===== config.mk =====
export PLATFORM = sky130hd
export DESIGN_NAME = mult_seq_8b
export DESIGN_NICKNAME = d
export VERILOG_FILES = /design/src/rtl/mult_seq_8b.sv
export SDC_FILE = /design/constraint.sdc
export NUM_CORES = 1
export LEC_CHECK = 0
export ABC_AREA = 1
export CAP_MARGIN = 20
export CORE_UTILIZATION = 31
export DETAILED_ROUTE_END_ITERATION = 10
export DONT_BUFFER_PORTS = 1
export PLACE_DENSITY = 0.57
export SETUP_SLACK_MARGIN = 0.05
export SYNTH_ARGS = -nofsm -noshare
export SYNTH_HDL_FRONTEND = slang
export SYNTH_SLANG_ARGS = --single-unit

===== constraint.sdc =====
create_clock -name clk -period 3.93 [get_ports clk]
set_input_delay 0.393 -clock clk [delete_from_list [all_inputs] [get_ports clk]]
set_output_delay 0.393 -clock clk [all_outputs]
set_load 0.005 [all_outputs]

===== src/rtl/mult_seq_8b.sv =====
// Sequential 8x8 unsigned shift-and-add multiplier built around one shared
// 8-bit ripple adder; one add/shift step per clock, start/busy/done handshake.

module fulladder_8b (
    input  logic [7:0] a,
    input  logic [7:0] b,
    input  logic       cin,
    output logic [7:0] sum,
    output logic       cout
);
    logic [8:0] carry;

    assign carry[0] = cin;

    genvar i;
    for (i = 0; i < 8; i++) begin : g_bit
        assign sum[i]     = a[i] ^ b[i] ^ carry[i];
        assign carry[i+1] = (a[i] & b[i]) | (carry[i] & (a[i] ^ b[i]));
    end

    assign cout = carry[8];
endmodule

// state | meaning
// IDLE  | waiting for start; product holds last result
// CALC  | eight add/shift steps over {C,A,Q}
// DONE  | one-cycle done pulse; product valid
module mult_seq_8b (
    input  logic        clk,
    input  logic        reset,
    input  logic        start,
    input  logic [7:0]  a,
    input  logic [7:0]  b,
    output logic        busy,
    output logic        done,
    output logic [15:0] product
);
    typedef enum logic [1:0] {
        IDLE = 2'd0,
        CALC = 2'd1,
        DONE = 2'd2
    } state_t;

    state_t      state, state_nx;
    logic [7:0]  m_reg, a_reg, q_reg;
    logic [3:0]  cnt;

    logic [7:0]  add_sum;
    logic        add_cout;
    logic        c_bit;
    logic [7:0]  a_step, a_shift, q_shift;
    logic        last_step;

    fulladder_8b u_add (
        .a    (a_reg),
        .b    (m_reg),
        .cin  (1'b0),
        .sum  (add_sum),
        .cout (add_cout)
    );

    // The carry never needs storage: it lands in A[7] on the same edge.
    always_comb begin
        c_bit  = 1'b0;
        a_step = a_reg;
        if (q_reg[0]) begin
            c_bit  = add_cout;
            a_step = add_sum;
        end
        a_shift   = {c_bit, a_step[7:1]};
        q_shift   = {a_step[0], q_reg[7:1]};
        last_step = (cnt == 4'd7);
    end

    always_comb begin
        state_nx = state;
        busy     = 1'b0;
        done     = 1'b0;
        case (state)
            IDLE: begin
                if (start) state_nx = CALC;
            end
            CALC: begin
                busy = 1'b1;
                if (last_step) state_nx = DONE;
            end
            DONE: begin
                done     = 1'b1;
                state_nx = IDLE;
            end
            default: state_nx = IDLE;
        endcase
    end

    always_ff @(posedge clk) begin
        if (reset) begin
            state   <= IDLE;
            m_reg   <= 8'h00;
            a_reg   <= 8'h00;
            q_reg   <= 8'h00;
            cnt     <= 4'd0;
            product <= 16'h0000;
        end else begin
            state <= state_nx;
            case (state)
                IDLE: begin
                    if (start) begin
                        m_reg <= a;
                        q_reg <= b;
                        a_reg <= 8'h00;
                        cnt   <= 4'd0;
                    end
                end
                CALC: begin
                    a_reg <= a_shift;
                    q_reg <= q_shift;
                    cnt   <= cnt + 4'd1;
                    // Product captures the post-shift value of the final step.
                    if (last_step) product <= {a_shift, q_shift};
                end
                default: ;
            endcase
        end
    end
endmodule

=== After elaboration in Yosys (flattened, before gate mapping) ===
Index checks and enable logic that the tools add are counted.

* Equality and inequality tests: 5
* Add/sub/neg operators: 1
* Multiplexer cells: 13
* Reduce and logical (&&, ||, !) cells: 6
* Bitwise logic cells: 37

{| class="wikitable"
|+ Operator list
! kind !! count
|-
| one-hot mux 8 bit (2 select lines) || 2
|-
| 2-to-1 mux 8 bit || 3
|-
| AND 1 bit || 15
|-
| bitwise XOR 1 bit || 15
|-
| one-hot mux 4 bit (2 select lines) || 1
|-
| AND reduction 2 bit || 4
|-
| OR 1 bit || 7
|-
| adder 4 x 1 -> 4 bit (second input constant) || 1
|-
| == test 4 x 3 -> 1 bit (second input constant) || 1
|-
| 2-to-1 mux 2 bit || 2
|-
| 2-to-1 mux 4 bit || 1
|-
| != test 2 bit (second input constant) || 2
|-
| one-hot mux 2 bit (2 select lines) || 1
|-
| 2-to-1 mux 1 bit || 3
|-
| == test 2 x 1 -> 1 bit (second input constant) || 1
|-
| == test 2 bit (second input constant) || 1
|-
| logical NOT 2 bit || 1
|-
| nonzero test 2 bit || 1
|}

* Logic and storage cells: 68
* Register bits: 46

=== Logic depth before layout (Yosys ltp) ===
Gate-level depths: netlist of the first run.

* Word-level depth: 17
* Depth in mapped cells: 14
* Depth with buffers taken out: 14

=== By module ===
A second synthesis of the first run with hierarchy kept.

* Cells, all modules: 286
* Area total of the unflattened synthesis: 2,095.8 µm²

{| class="wikitable"
|+ Modules (own cells, without submodules)
! module !! cells each !! area each (µm²) !! sequential area each (µm²) !! times used
|-
| mult_seq_8b || 268 || 1,898.1 || 920.9 || 1
|-
| fulladder_8b || 18 || 197.7 || 0.0 || 1
|}

=== Worst setup path before layout of the first run ===
OpenSTA, ideal clock, no wires.

* Path kind: reg-to-reg
* Start point: register a_reg[0]
* End point: register product[14]
* Period minus slack after synthesis: 3,561 ps
* Path slack: 369 ps
* Stages on the path, launching flop included: 15
* Data required time: 3,798 ps
* Data arrival time: 3,429 ps
* Path buffers: 0
* Cell sequence: dfxtp_1 > ha_1 > inv_1 > fa_1 > fa_1 > fa_1 > fa_1 > fa_1 > fa_1 > inv_1 > fa_1 > nand2_1 > nand2_1 > nand2_1 > a21oi_1

* Word-level cells in the longest chain between the ends: 15

{| class="wikitable"
|+ RTL lines
! what !! line !! source
|-
| start: declaration || 45 || <nowiki>logic [7:0] m_reg, a_reg, q_reg;</nowiki>
|-
| start signal: assignment || 115 || <nowiki>a_reg <= a_shift;</nowiki>
|-
| AND 1 bit (2 in series) || 18 || <nowiki>assign carry[i+1] = (a[i] & b[i]) | (carry[i] & (a[i] ^ b[i]));</nowiki>
|-
| OR 1 bit || 18 ||
|-
| AND 1 bit || 18 ||
|-
| OR 1 bit || 18 ||
|-
| AND 1 bit || 18 ||
|-
| OR 1 bit || 18 ||
|-
| AND 1 bit || 18 ||
|-
| OR 1 bit || 18 ||
|-
| AND 1 bit || 18 ||
|-
| OR 1 bit || 18 ||
|-
| AND 1 bit || 18 ||
|-
| OR 1 bit || 18 ||
|-
| bitwise XOR 1 bit || 17 || <nowiki>assign sum[i] = a[i] ^ b[i] ^ carry[i];</nowiki>
|-
| 2-to-1 mux 8 bit || 66 || <nowiki>if (q_reg[0]) begin</nowiki>
|-
| end signal: assignment || 119 || <nowiki>if (last_step) product <= {a_shift, q_shift};</nowiki>
|-
| end: declaration || 36 || <nowiki>output logic [15:0] product</nowiki>
|}

No other way between the ends.
A chain may end at the register's enable or synchronous reset.

=== Worst setup path in the final report of the first run ===
Same ends and word-level chain as after synthesis.

==> flow_summary.rst, run 1 <==
.. list-table::
   :header-rows: 1

   * - Metric
     - Value
   * - Starting density of the core
     - 32.6%
   * - Total power per unit cell area
     - 387 nW/µm²
   * - Via count of the routed design
     - 1629
   * - Cell area after synthesis
     - 2100 µm²
   * - Buffer cell driving the clock tree root
     - clkbuf_8
   * - Category of the most critical setup path
     - register to register
   * - Mux contribution to synthesized area
     - 0%
   * - Number of flip-flops under the largest register name
     - 16
   * - CP max FO
     - 3
   * - Area fraction in compound gates after synthesis
     - 13.9%
   * - Area leader, netlist
     - dfxtp_1
   * - Async set-reset flop share out of synthesis
     - 0%
   * - Adder and majority cell fraction of the synthesized area
     - 7.85%
   * - Avg Cell Area, Syn
     - 7.59 µm²
   * - Most instantiated flip-flop cell in the synthesis netlist
     - dfxtp_1
   * - Clock skew after layout
     - 0.00394 ns
   * - Synthesized-area fraction occupied by and/or/nand/nor cells
     - 24.9%
   * - Min-Delay Startpoint
     - reset
   * - Clk pin slew, worst setup/hold paths
     - 0.08 ns
   * - Global-route wire length before repair
     - 7.42 mm
   * - Syn Nets
     - 305
   * - Post-route DRC
     - 4
   * - Required time at the worst-slack endpoint
     - 4.12 ns
   * - Syn Inst Count
     - 277
   * - Wire per inst
     - 12.7 µm
   * - R2R Path Start
     - a_reg[0]$_SDFFE_PP0P_
   * - Nature of the critical path endpoint
     - register
   * - FMAX
     - 273 MHz
   * - GRT Resource Usage Total
     - 13.4%
   * - Number of iterations in the first detailed-routing pass
     - 7
   * - Remaining antenna violation count after routing
     - 0
   * - Final setup violation count
     - 0
   * - Proportion of netlist area held by the largest area contributor
     - 43.8%
   * - Worst Hold Slack
     - 0.159 ns
   * - Routed WL
     - 4.44 mm
   * - Height of the chip
     - 84.4 µm
   * - Portion of the clock cycle consumed by the worst path in the final layout
     - 93.2%
   * - Row Count
     - 29
   * - Status
     - finished, violations left
   * - Largest family of logic cells by synthesized area
     - simple AND/OR/NAND/NOR gates
   * - Clock buffer count from CTS
     - 5
   * - Largest buffer count on any clock path
     - 2
   * - Slew at the pin closest to its max-slew limit
     - 1.07 ns
   * - Setup crit start kind
     - register
   * - Detailed placement HPWL
     - 3.08 mm
   * - Total grt overflow
     - 0
   * - Via count of the first global-routing pass
     - 1462
   * - Most frequent cells in the layout
     - 75 x nand2_1, 46 x dfxtp_1, 28 x inv_1
   * - Final layout net count
     - 301
   * - Post-CTS setup buffers
     - 0
   * - Number of pins with negative max-slew slack in the final report
     - 0
   * - Aggregate negative setup slack
     - 0 ns
   * - Placeable core region
     - 6460 µm²
   * - Largest voltage drop on the vdd net
     - 111 µV
   * - Port bufs
     - 0
   * - Global placer's final weighted congestion
     - 0.821
   * - CTS Sinks
     - 46
   * - Largest net degree at the start of global routing
     - 28
   * - EDFF count, synth
     - 0
   * - Antenna violations before repair
     - 0
   * - Count of filler cells inserted in the layout
     - 707
   * - Number of distinct standard cells referenced by the synthesized netlist
     - 23
   * - TritonCTS clock tree
     - built
   * - Area growth from synthesis to layout
     - 4.28%
   * - Pwr Total
     - 0.848 mW
   * - Clock latency reported for the late side of the worst-skew pair
     - 0.29 ns
   * - Endpoints failing hold
     - 0
   * - H-tree depth
     - 2
   * - Share of layout cells above drive strength 1
     - 5.86%
   * - Violations in the final reports
     - DRC
   * - Post-cts sizing count
     - 0
   * - Vias per inst
     - 4.65
   * - Top Ports
     - 37
   * - Hold buffer count at CTS
     - 0
   * - Leakage
     - 0.856 nW
   * - Fin crit period
     - 3.66 ns
   * - Iteration-0 DRC count of the detailed router
     - 86
   * - Xor/xnor share of the synthesized area
     - 0%
   * - Data arrival time at the worst-slack endpoint
     - 3.86 ns
   * - Die X
     - 84.4 µm
   * - Largest register by flop count
     - product
   * - Max-cap viol count
     - 0
   * - Flip-flop and latch count after synthesis
     - 46
   * - ANT cells
     - 0
   * - Worst Hold Class
     - input port to register
   * - Max_slew headroom
     - 28.6%
   * - Most common library cell in the layout ignoring fill and taps
     - nand2_1
   * - Unrepaired setup endpoints after global routing
     - false
   * - DIE AREA
     - 7120 µm²
   * - Largest cells by area after synthesis
     - dfxtp_1 44%, nand2_1 13%, fa_1 6.7%
   * - Proportion of synthesized chip area in sequential cells
     - 43.8%
   * - Crit path launch
     - a_reg[0]$_SDFFE_PP0P_
   * - Yosys warning count
     - 0
-- through the flow --
| step | cells | utilization (%) | setup slack, ns | area, µm² |
|---|---|---|---|---|
| 6_report | 350 | 34.0 | 0.266 | 2190 |
| 5_1_grt | 350 | 34.0 | 0.0666 | 2190 |
| 4_1_cts | 350 | 34.0 | 0.255 | 2190 |
| 3_5_place_dp | 343 | 32.8 | 0.278 | 2120 |
| 3_3_place_gp | 343 | 32.8 | 0.300 | 2120 |
| 2_1_floorplan | 277 | - | 0.369 | 2100 |
-- power breakdown --
part,total [mW],internal [mW],switching [mW]
Combinational,0.0842,0.0245,0.0597
Clock,0.272,0.123,0.149
Sequential,0.492,0.483,0.00935
-- kinds of logic after synthesis --
logic type	count (synthesis)
flops	46
buf+inv	43
compound gates	57
fa+ha+maj	9
simple gates	122
-- layout make-up --
class                           instances  area [µm²]  share of cell area, %
Multi-Input combinational cell        188         980                   44.7
Sequential cell                        46         921                   42.0
Inverter                               32         120                   5.48
Tap cell                               77        96.3                   4.39
Clock buffer                            7        76.3                   3.48
-- layer usage --
layer  vias up  track usage [%]  routed length [µm]
met3         7             4.23                 199
met1       740             16.1                2080
li1        860                -                   -
met2        22             22.6                2100
met5         -                0                   0
met4         0             4.62                  64
-- synthesized netlist by cell type, types with 2 or more instances --
library cell and n:
nand2_1 75, nand2_4 2, o21ai_1 12, nand2_2 2, ha_1 2, clkbuf_1 4
o21ai_0 18, buf_4 3, inv_1 28, a21oi_1 25, dfxtp_1 46, buf_6 4
inv_2 3, nor2_1 26, nand3_1 13, fa_1 7
-- worst paths after layout --
kind	cells past startpoint	slack, ns	end
hold reg to reg	2	0.48	cnt[1]$_SDFFE_PP0P_
setup / recovery	14	0.27	product[14]$_SDFFE_PP0P_
setup reg to reg	14	0.27	product[14]$_SDFFE_PP0P_
hold / removal	1	0.16	a_reg[3]$_SDFFE_PP0P_
-- critical path: stages (launching register included) --
cell	delay [ns]
dfxtp_1	0.35
ha_1	0.14
inv_1	0.05
fa_1	0.37
fa_1	0.38
fa_1	0.38
fa_1	0.38
fa_1	0.40
fa_1	0.38
inv_1	0.08
fa_1	0.40
nand2_1	0.07
nand2_1	0.06
nand2_1	0.07
a21oi_1	0.05
Note: power is estimated with default switching activity, not from simulation.
==> run 2, diff against run 1 <==
--- a/config.mk
+++ b/config.mk
@@ -10,7 +10,7 @@
 export CORE_UTILIZATION = 31
 export DETAILED_ROUTE_END_ITERATION = 10
 export DONT_BUFFER_PORTS = 1
-export PLACE_DENSITY = 0.57
+export RECOVER_POWER = 100
 export SETUP_SLACK_MARGIN = 0.05
 export SYNTH_ARGS = -nofsm -noshare
 export SYNTH_HDL_FRONTEND = slang
==> flow_summary.rst, run 2 (synthesis results as in run 1) <==
.. list-table::
   :header-rows: 1

   * - Metric
     - Value
   * - Slew at the pin closest to its max-slew limit
     - 2.81 ns (was 1.07 ns)
   * - Worst Hold Slack
     - 0.155 ns (was 0.159 ns)
   * - Largest register by flop count
     - product (unchanged)
   * - Antenna violations before repair
     - 0 (unchanged)
   * - Hold-critical path depth
     - 1 (unchanged)
   * - Placeable core region
     - 6460 µm² (unchanged)
   * - Portion of total power attributed to sequential cells
     - 53.5% (was 58.0%)
   * - Number of iterations in the first detailed-routing pass
     - 7 (unchanged)
   * - Global-route wire length before repair
     - 7.61 mm (was 7.42 mm)
   * - Nature of the critical path endpoint
     - register (unchanged)
   * - Leakage
     - 0.856 nW (about the same)
   * - Total power per unit cell area
     - 418 nW/µm² (was 387 nW/µm²)
   * - Share of the core filled with cells
     - 34.1% (was 34.0%)
   * - Aggregate negative setup slack
     - 0 ns (unchanged)
   * - Largest voltage drop on the vdd net
     - 130 µV (was 111 µV)
   * - Net load switching power
     - 0.222 mW (was 0.218 mW)
   * - Clock buffer count from CTS
     - 5 (unchanged)
   * - Clk pin slew, worst setup/hold paths
     - 0.08 ns (about the same)
   * - Post-route DRC
     - 4 (unchanged)
   * - Post-route setup slack
     - 0.227 ns (was 0.266 ns)
   * - Category of the most critical setup path
     - register to register (unchanged)
   * - Worst Hold Class
     - input port to register (unchanged)
   * - Status
     - finished, violations left (unchanged)
   * - CTS Sinks
     - 46 (unchanged)
   * - Number of pins with negative max-slew slack in the final report
     - 27 (was 0)
   * - Data arrival time at the worst-slack endpoint
     - 3.88 ns (was 3.86 ns)
   * - Count of filler cells inserted in the layout
     - 679 (was 707)
   * - GRT Resource Usage Total
     - 13.6% (was 13.4%)
   * - Post-cts sizing count
     - 0 (unchanged)
   * - Design area
     - 2200 µm² (was 2190 µm²)
   * - TritonCTS clock tree
     - built (unchanged)
   * - Portion of the clock cycle consumed by the worst path in the final layout
     - 94.2% (was 93.2%)
   * - Clock skew after layout
     - 0.00563 ns (was 0.00394 ns)
   * - Clock power frac
     - 37.4% (was 32.0%)
   * - Die X
     - 84.4 µm (unchanged)
   * - Share of layout cells above drive strength 1
     - 4.38% (was 5.86%)
   * - Via count of the first global-routing pass
     - 1615 (was 1462)
   * - Endpoints failing hold
     - 0 (unchanged)
   * - Setup crit start kind
     - register (unchanged)
   * - Post-detailed-placement cell area
     - 2120 µm² (unchanged)
   * - ANT cells
     - 0 (unchanged)
   * - Height of the chip
     - 84.4 µm (unchanged)
   * - Fin crit period
     - 3.70 ns (was 3.66 ns)
   * - Internal power
     - 0.698 mW (was 0.630 mW)
   * - Wire per inst
     - 12.8 µm (was 12.7 µm)
   * - Detailed placement HPWL
     - 3.14 mm (was 3.08 mm)
   * - FMAX
     - 270 MHz (was 273 MHz)
   * - Area growth from synthesis to layout
     - 4.70% (was 4.28%)
   * - Hold buffer count at CTS
     - 0 (unchanged)
   * - Largest net degree at the start of global routing
     - 28 (unchanged)
   * - Max_slew headroom
     - -89.1% (was 28.6%)
   * - Post-placement worst setup slack
     - 0.234 ns (was 0.278 ns)
   * - Final layout net count
     - 301 (unchanged)
   * - Max-cap viol count
     - 1 (was 0)
   * - Routed WL
     - 4.50 mm (was 4.44 mm)
   * - Most frequent cells in the layout
     - 78 x nand2_1, 44 x dfxtp_1, 29 x inv_1 (was 75 x nand2_1, 46 x dfxtp_1, 28 x inv_1)
   * - Total grt overflow
     - 0 (unchanged)
   * - Via count of the routed design
     - 1669 (was 1629)
   * - Port bufs
     - 0 (unchanged)
   * - Required time at the worst-slack endpoint
     - 4.11 ns (was 4.12 ns)
   * - Number of flip-flops under the largest register name
     - 16 (unchanged)
   * - Switching part of the total power
     - 24.1% (was 25.7%)
   * - Post-route non-filler standard cell count
     - 351 (was 350)
   * - Post-Place Cells
     - 343 (unchanged)
   * - Iteration-0 DRC count of the detailed router
     - 95 (was 86)
   * - Largest buffer count on any clock path
     - 2 (unchanged)
   * - Buffer cell driving the clock tree root
     - clkbuf_8 (unchanged)
   * - CP max FO
     - 2 (was 3)
   * - Worst-case reg-to-reg path depth
     - 14 (unchanged)
   * - Violations in the final reports
     - DRC, capacitance limit, slew limit (was DRC)
   * - Remaining antenna violation count after routing
     - 0 (unchanged)
   * - Combinational power share
     - 9.1% (was 9.9%)
   * - H-tree depth
     - 2 (unchanged)
   * - Top Ports
     - 37 (unchanged)
   * - Unrepaired setup endpoints after global routing
     - false (unchanged)
   * - Row Count
     - 29 (unchanged)
   * - Post-CTS setup buffers
     - 0 (unchanged)
   * - Vias per inst
     - 4.75 (was 4.65)
   * - Most common library cell in the layout ignoring fill and taps
     - nand2_1 (unchanged)
   * - Pwr Total
     - 0.920 mW (was 0.848 mW)
   * - Final setup violation count
     - 0 (unchanged)
   * - Global placer's final weighted congestion
     - 0.748 (was 0.821)
   * - DIE AREA
     - 7120 µm² (unchanged)
   * - Clock latency reported for the late side of the worst-skew pair
     - 0.30 ns (was 0.29 ns)
   * - Starting density of the core
     - 32.6% (unchanged)
==> run 2: cell types whose count changed in the layout (fill, tap and decap cells not counted), moves of 2 or more <==
| cell | previous run | this run |
|---|---|---|
| nand2_1 | 75 | 78 |
| o21ai_0 | 18 | 27 |
| inv_2 | 3 | 1 |
| dfxtp_2 | 0 | 2 |
| o21ai_1 | 12 | 4 |
| nand2_2 | 2 | 0 |
| dfxtp_1 | 46 | 44 |
==> run 2: worst max-delay path: stages (launching register included) <==
cell and delay [ns]:
dfxtp_2 0.34, ha_1 0.14, inv_1 0.05, fa_1 0.37, fa_1 0.39, fa_1 0.40, fa_1 0.39, fa_1 0.39
fa_1 0.37, inv_1 0.08, fa_1 0.40, nand2_1 0.08, nand2_1 0.06, nand2_1 0.05, a21oi_1 0.07
==> run 2: power groups by stage <==
stage | Clock (mW) | Sequential, mW | Combinational [mW]
global route | 0.374 | 0.495 | 0.0980
finish | 0.344 | 0.492 | 0.0833
floorplan | 0 | 0.502 | 0.0773
CTS | 0.353 | 0.492 | 0.0861
detailed placement | 0 | 0.504 | 0.0858
global placement | 0 | 0.503 | 0.0840
==> run 2: worst paths after layout <==
kind                       startpoint                       end  slack [ns]
max reg2reg     m_reg[0]$_SDFFE_PP0P_     a_reg[6]$_SDFFE_PP0P_        0.23
min                             reset     a_reg[4]$_SDFFE_PP0P_        0.15
min reg2reg  product[10]$_SDFFE_PP0P_  product[10]$_SDFFE_PP0P_        0.48
max             m_reg[0]$_SDFFE_PP0P_     a_reg[6]$_SDFFE_PP0P_        0.23
==> run 2: routing by layer <==
metal | global-route usage (%) | share of wire, % | up-vias | wire, µm
li1 | - | - | 859 | -
met1 | 15.2 | 42 | 765 | 1910
met2 | 23.7 | 49 | 35 | 2190
met3 | 4.03 | 5.9 | 10 | 265
met4 | 6.93 | 3.1 | 0 | 139
met5 | 0 | 0 | - | 0
==> run 2: layout make-up <==
cell class                      count  area, µm²  share of cell area (%)
Multi-Input combinational cell    188        956                    43.4
Sequential cell                    46        923                    41.9
Inverter                           32        120                    5.45
Tap cell                           77       96.3                    4.38
Clock buffer                        7       76.3                    3.47
Clock inverter                      1       30.0                    1.36
==> run 3, diff against run 2 <==
==> constraint.sdc (replaced) <==
create_clock -name clk -period 3.28 [get_ports clk]
set_input_delay 0.328 -clock clk [delete_from_list [all_inputs] [get_ports clk]]
set_output_delay 0.328 -clock clk [all_outputs]
set_load 0.005 [all_outputs]
==> flow_summary.rst, run 3 (synthesis results as in run 1) <==
.. list-table::
   :header-rows: 1

   * - Metric
     - Value
   * - Starting density of the core
     - 32.6% (unchanged)
   * - Total grt overflow
     - 0 (unchanged)
   * - Clock latency reported for the late side of the worst-skew pair
     - 0.30 ns (about the same)
   * - Final setup violation count
     - 2 (was 0)
   * - Vias per inst
     - 4.78 (was 4.75)
   * - Max_slew headroom
     - 11.1% (was -89.1%)
   * - Final layout net count
     - 305 (was 301)
   * - Share of layout cells above drive strength 1
     - 11.2% (was 4.38%)
   * - Remaining antenna violation count after routing
     - 0 (unchanged)
   * - Nature of the critical path endpoint
     - register (unchanged)
   * - Worst-case reg-to-reg path depth
     - 14 (unchanged)
   * - Most frequent cells in the layout
     - 77 x nand2_1, 44 x dfxtp_1, 26 x inv_1, 26 x nor2_1 (was 78 x nand2_1, 44 x dfxtp_1, 29 x inv_1)
   * - Clock buffer count from CTS
     - 5 (unchanged)
   * - Global-route wire length before repair
     - 7.76 mm (was 7.61 mm)
   * - GRT Resource Usage Total
     - 13.9% (was 13.6%)
   * - Largest register by flop count
     - product (unchanged)
   * - Required time at the worst-slack endpoint
     - 3.47 ns (was 4.11 ns)
   * - Total power per unit cell area
     - 468 nW/µm² (was 418 nW/µm²)
   * - TritonCTS clock tree
     - built (unchanged)
   * - H-tree depth
     - 2 (unchanged)
   * - Number of pins with negative max-slew slack in the final report
     - 0 (was 27)
   * - Hold-critical path depth
     - 1 (unchanged)
   * - Clk pin slew, worst setup/hold paths
     - 0.09 ns (was 0.08 ns)
   * - Buffer cell driving the clock tree root
     - clkbuf_8 (unchanged)
   * - Detailed placement HPWL
     - 3.12 mm (was 3.14 mm)
   * - Die X
     - 84.4 µm (unchanged)
   * - Area growth from synthesis to layout
     - 7.61% (was 4.70%)
   * - Height of the chip
     - 84.4 µm (unchanged)
   * - Largest net degree at the start of global routing
     - 28 (unchanged)
   * - Status
     - finished, violations left (unchanged)
   * - Fin crit period
     - 3.41 ns (was 3.70 ns)
   * - Leakage
     - 0.881 nW (was 0.856 nW)
   * - Category of the most critical setup path
     - register to register (unchanged)
   * - Count of filler cells inserted in the layout
     - 705 (was 679)
   * - FMAX
     - 293 MHz (was 270 MHz)
   * - Slew at the pin closest to its max-slew limit
     - 1.32 ns (was 2.81 ns)
   * - Post-route DRC
     - 8 (was 4)
   * - Share of the core filled with cells
     - 35.0% (was 34.1%)
   * - Antenna violations before repair
     - 0 (unchanged)
   * - Port bufs
     - 0 (unchanged)
   * - End of the worst hold path
     - state[0]$_SDFFE_PP0P_ (was a_reg[4]$_SDFFE_PP0P_)
   * - Destination of the worst register-to-register timing path
     - a_reg[6]$_SDFFE_PP0P_ (unchanged)
   * - Number of flip-flops under the largest register name
     - 16 (unchanged)
   * - Wire per inst
     - 12.8 µm (about the same)
   * - Routed WL
     - 4.56 mm (was 4.50 mm)
   * - Endpoints failing hold
     - 0 (unchanged)
   * - Hold buffer count at CTS
     - 0 (unchanged)
   * - Worst Hold Class
     - input port to register (unchanged)
   * - Largest buffer count on any clock path
     - 2 (unchanged)
   * - DIE AREA
     - 7120 µm² (unchanged)
   * - Post-Place Cells
     - 346 (was 343)
   * - Unrepaired setup endpoints after global routing
     - true (was false)
   * - ANT cells
     - 0 (unchanged)
   * - Min-Delay Startpoint
     - reset (unchanged)
   * - Most common library cell in the layout ignoring fill and taps
     - nand2_1 (unchanged)
   * - Placeable core region
     - 6460 µm² (unchanged)
   * - Worst Hold Slack
     - 0.0815 ns (was 0.155 ns)
   * - Data arrival time at the worst-slack endpoint
     - 3.60 ns (was 3.88 ns)
   * - Row Count
     - 29 (unchanged)
   * - Post-route non-filler standard cell count
     - 355 (was 351)
   * - Reg-to-reg slack, setup
     - -0.13 ns (was 0.23 ns)
   * - Setup crit start kind
     - register (unchanged)
   * - Post-CTS setup buffers
     - 0 (unchanged)
   * - Max-cap viol count
     - 0 (was 1)
   * - Top Ports
     - 37 (unchanged)
   * - Post-route setup slack
     - -0.128 ns (was 0.227 ns)
   * - Iteration-0 DRC count of the detailed router
     - 132 (was 95)
   * - Violations in the final reports
     - DRC, setup timing (was DRC, capacitance limit, slew limit)
   * - Clock skew after layout
     - 0.0128 ns (was 0.00563 ns)
   * - CP max FO
     - 2 (unchanged)
   * - Number of iterations in the first detailed-routing pass
     - 8 (was 7)
   * - Via count of the first global-routing pass
     - 1613 (was 1615)
   * - CTS Sinks
     - 46 (unchanged)
   * - R2R Path Start
     - m_reg[0]$_SDFFE_PP0P_ (unchanged)
   * - Via count of the routed design
     - 1698 (was 1669)
   * - Largest voltage drop on the vdd net
     - 172 µV (was 130 µV)
   * - Global placer's final weighted congestion
     - 0.734 (was 0.748)
   * - Portion of the clock cycle consumed by the worst path in the final layout
     - 104% (was 94.2%)
## run 3: cell types whose count changed in the layout (fill, tap and decap cells not counted), sizes merged
cell      before  now
clkinvlp       0    1
bufinv         1    0
buf            0    3
inv           30   31
## run 3: through the flow
stage	instance area (µm²)	worst slack, ns	power (mW)	setup TNS [ns]
6_report	2260	-0.128	1.06	-0.251
5_1_grt	2260	-0.258	1.12	-0.510
4_1_cts	2260	-0.117	1.07	-0.228
3_5_place_dp	2170	-0.128	0.711	-0.250
3_3_place_gp	2170	-0.0902	0.708	-0.173
2_1_floorplan	2130	-0.0489	0.696	-0.0905
## run 3: metal layers
| layer | up-vias | global-route usage (%) | wire, µm |
|---|---|---|---|
| met5 | - | 0 | 0 |
| li1 | 870 | - | - |
| met1 | 787 | 16.7 | 2040 |
| met4 | 0 | 4.62 | 50 |
| met2 | 37 | 23.7 | 2180 |
| met3 | 4 | 4.23 | 282 |
## run 3: cell type report
class	count	area [µm²]	share of cell area, %
Inverter	32	120	5.31
Tap cell	77	96.3	4.26
Timing Repair Buffer	4	26.3	1.16
Sequential cell	46	923	40.8
Clock inverter	2	12.5	0.553
Multi-Input combinational cell	188	1000	44.3
Clock buffer	6	82.6	3.65
## run 3: repair_timing
item,CTS,global route
gates resized for setup,0,3
pin swaps,1,2
setup endpoints to repair,2,4
## run 3: worst max path at each step
stage	startpoint	end	slack, ns
after global routing	m_reg[0]$_SDFFE_PP0P_	a_reg[6]$_SDFFE_PP0P_	-0.26
after floorplan	m_reg[0]$_SDFFE_PP0P_	product[14]$_SDFFE_PP0P_	-0.05
after detailed placement	m_reg[0]$_SDFFE_PP0P_	product[14]$_SDFFE_PP0P_	-0.13
after CTS	m_reg[0]$_SDFFE_PP0P_	product[14]$_SDFFE_PP0P_	-0.12
final	m_reg[0]$_SDFFE_PP0P_	a_reg[6]$_SDFFE_PP0P_	-0.13
after global placement	m_reg[0]$_SDFFE_PP0P_	product[14]$_SDFFE_PP0P_	-0.09
## run 3: critical path, stage by stage, from the launching register on
cell and delay [ns]:
dfxtp_2 0.37, ha_4 0.13, inv_2 0.03, fa_2 0.33, fa_2 0.34, fa_2 0.35, fa_2 0.34, fa_2 0.35
fa_2 0.34, inv_2 0.06, fa_1 0.40, nand2_1 0.07, nand2_1 0.07, nand2_1 0.07, a21oi_2 0.05
## run 3: where the power goes
part	internal, mW	total [mW]	switching [mW]	leakage, nW
logic	0.0323	0.105	0.0730	0.458
clock network	0.170	0.363	0.194	0.0472
registers	0.579	0.591	0.0117	0.376
total	0.781	1.06	0.278	0.881
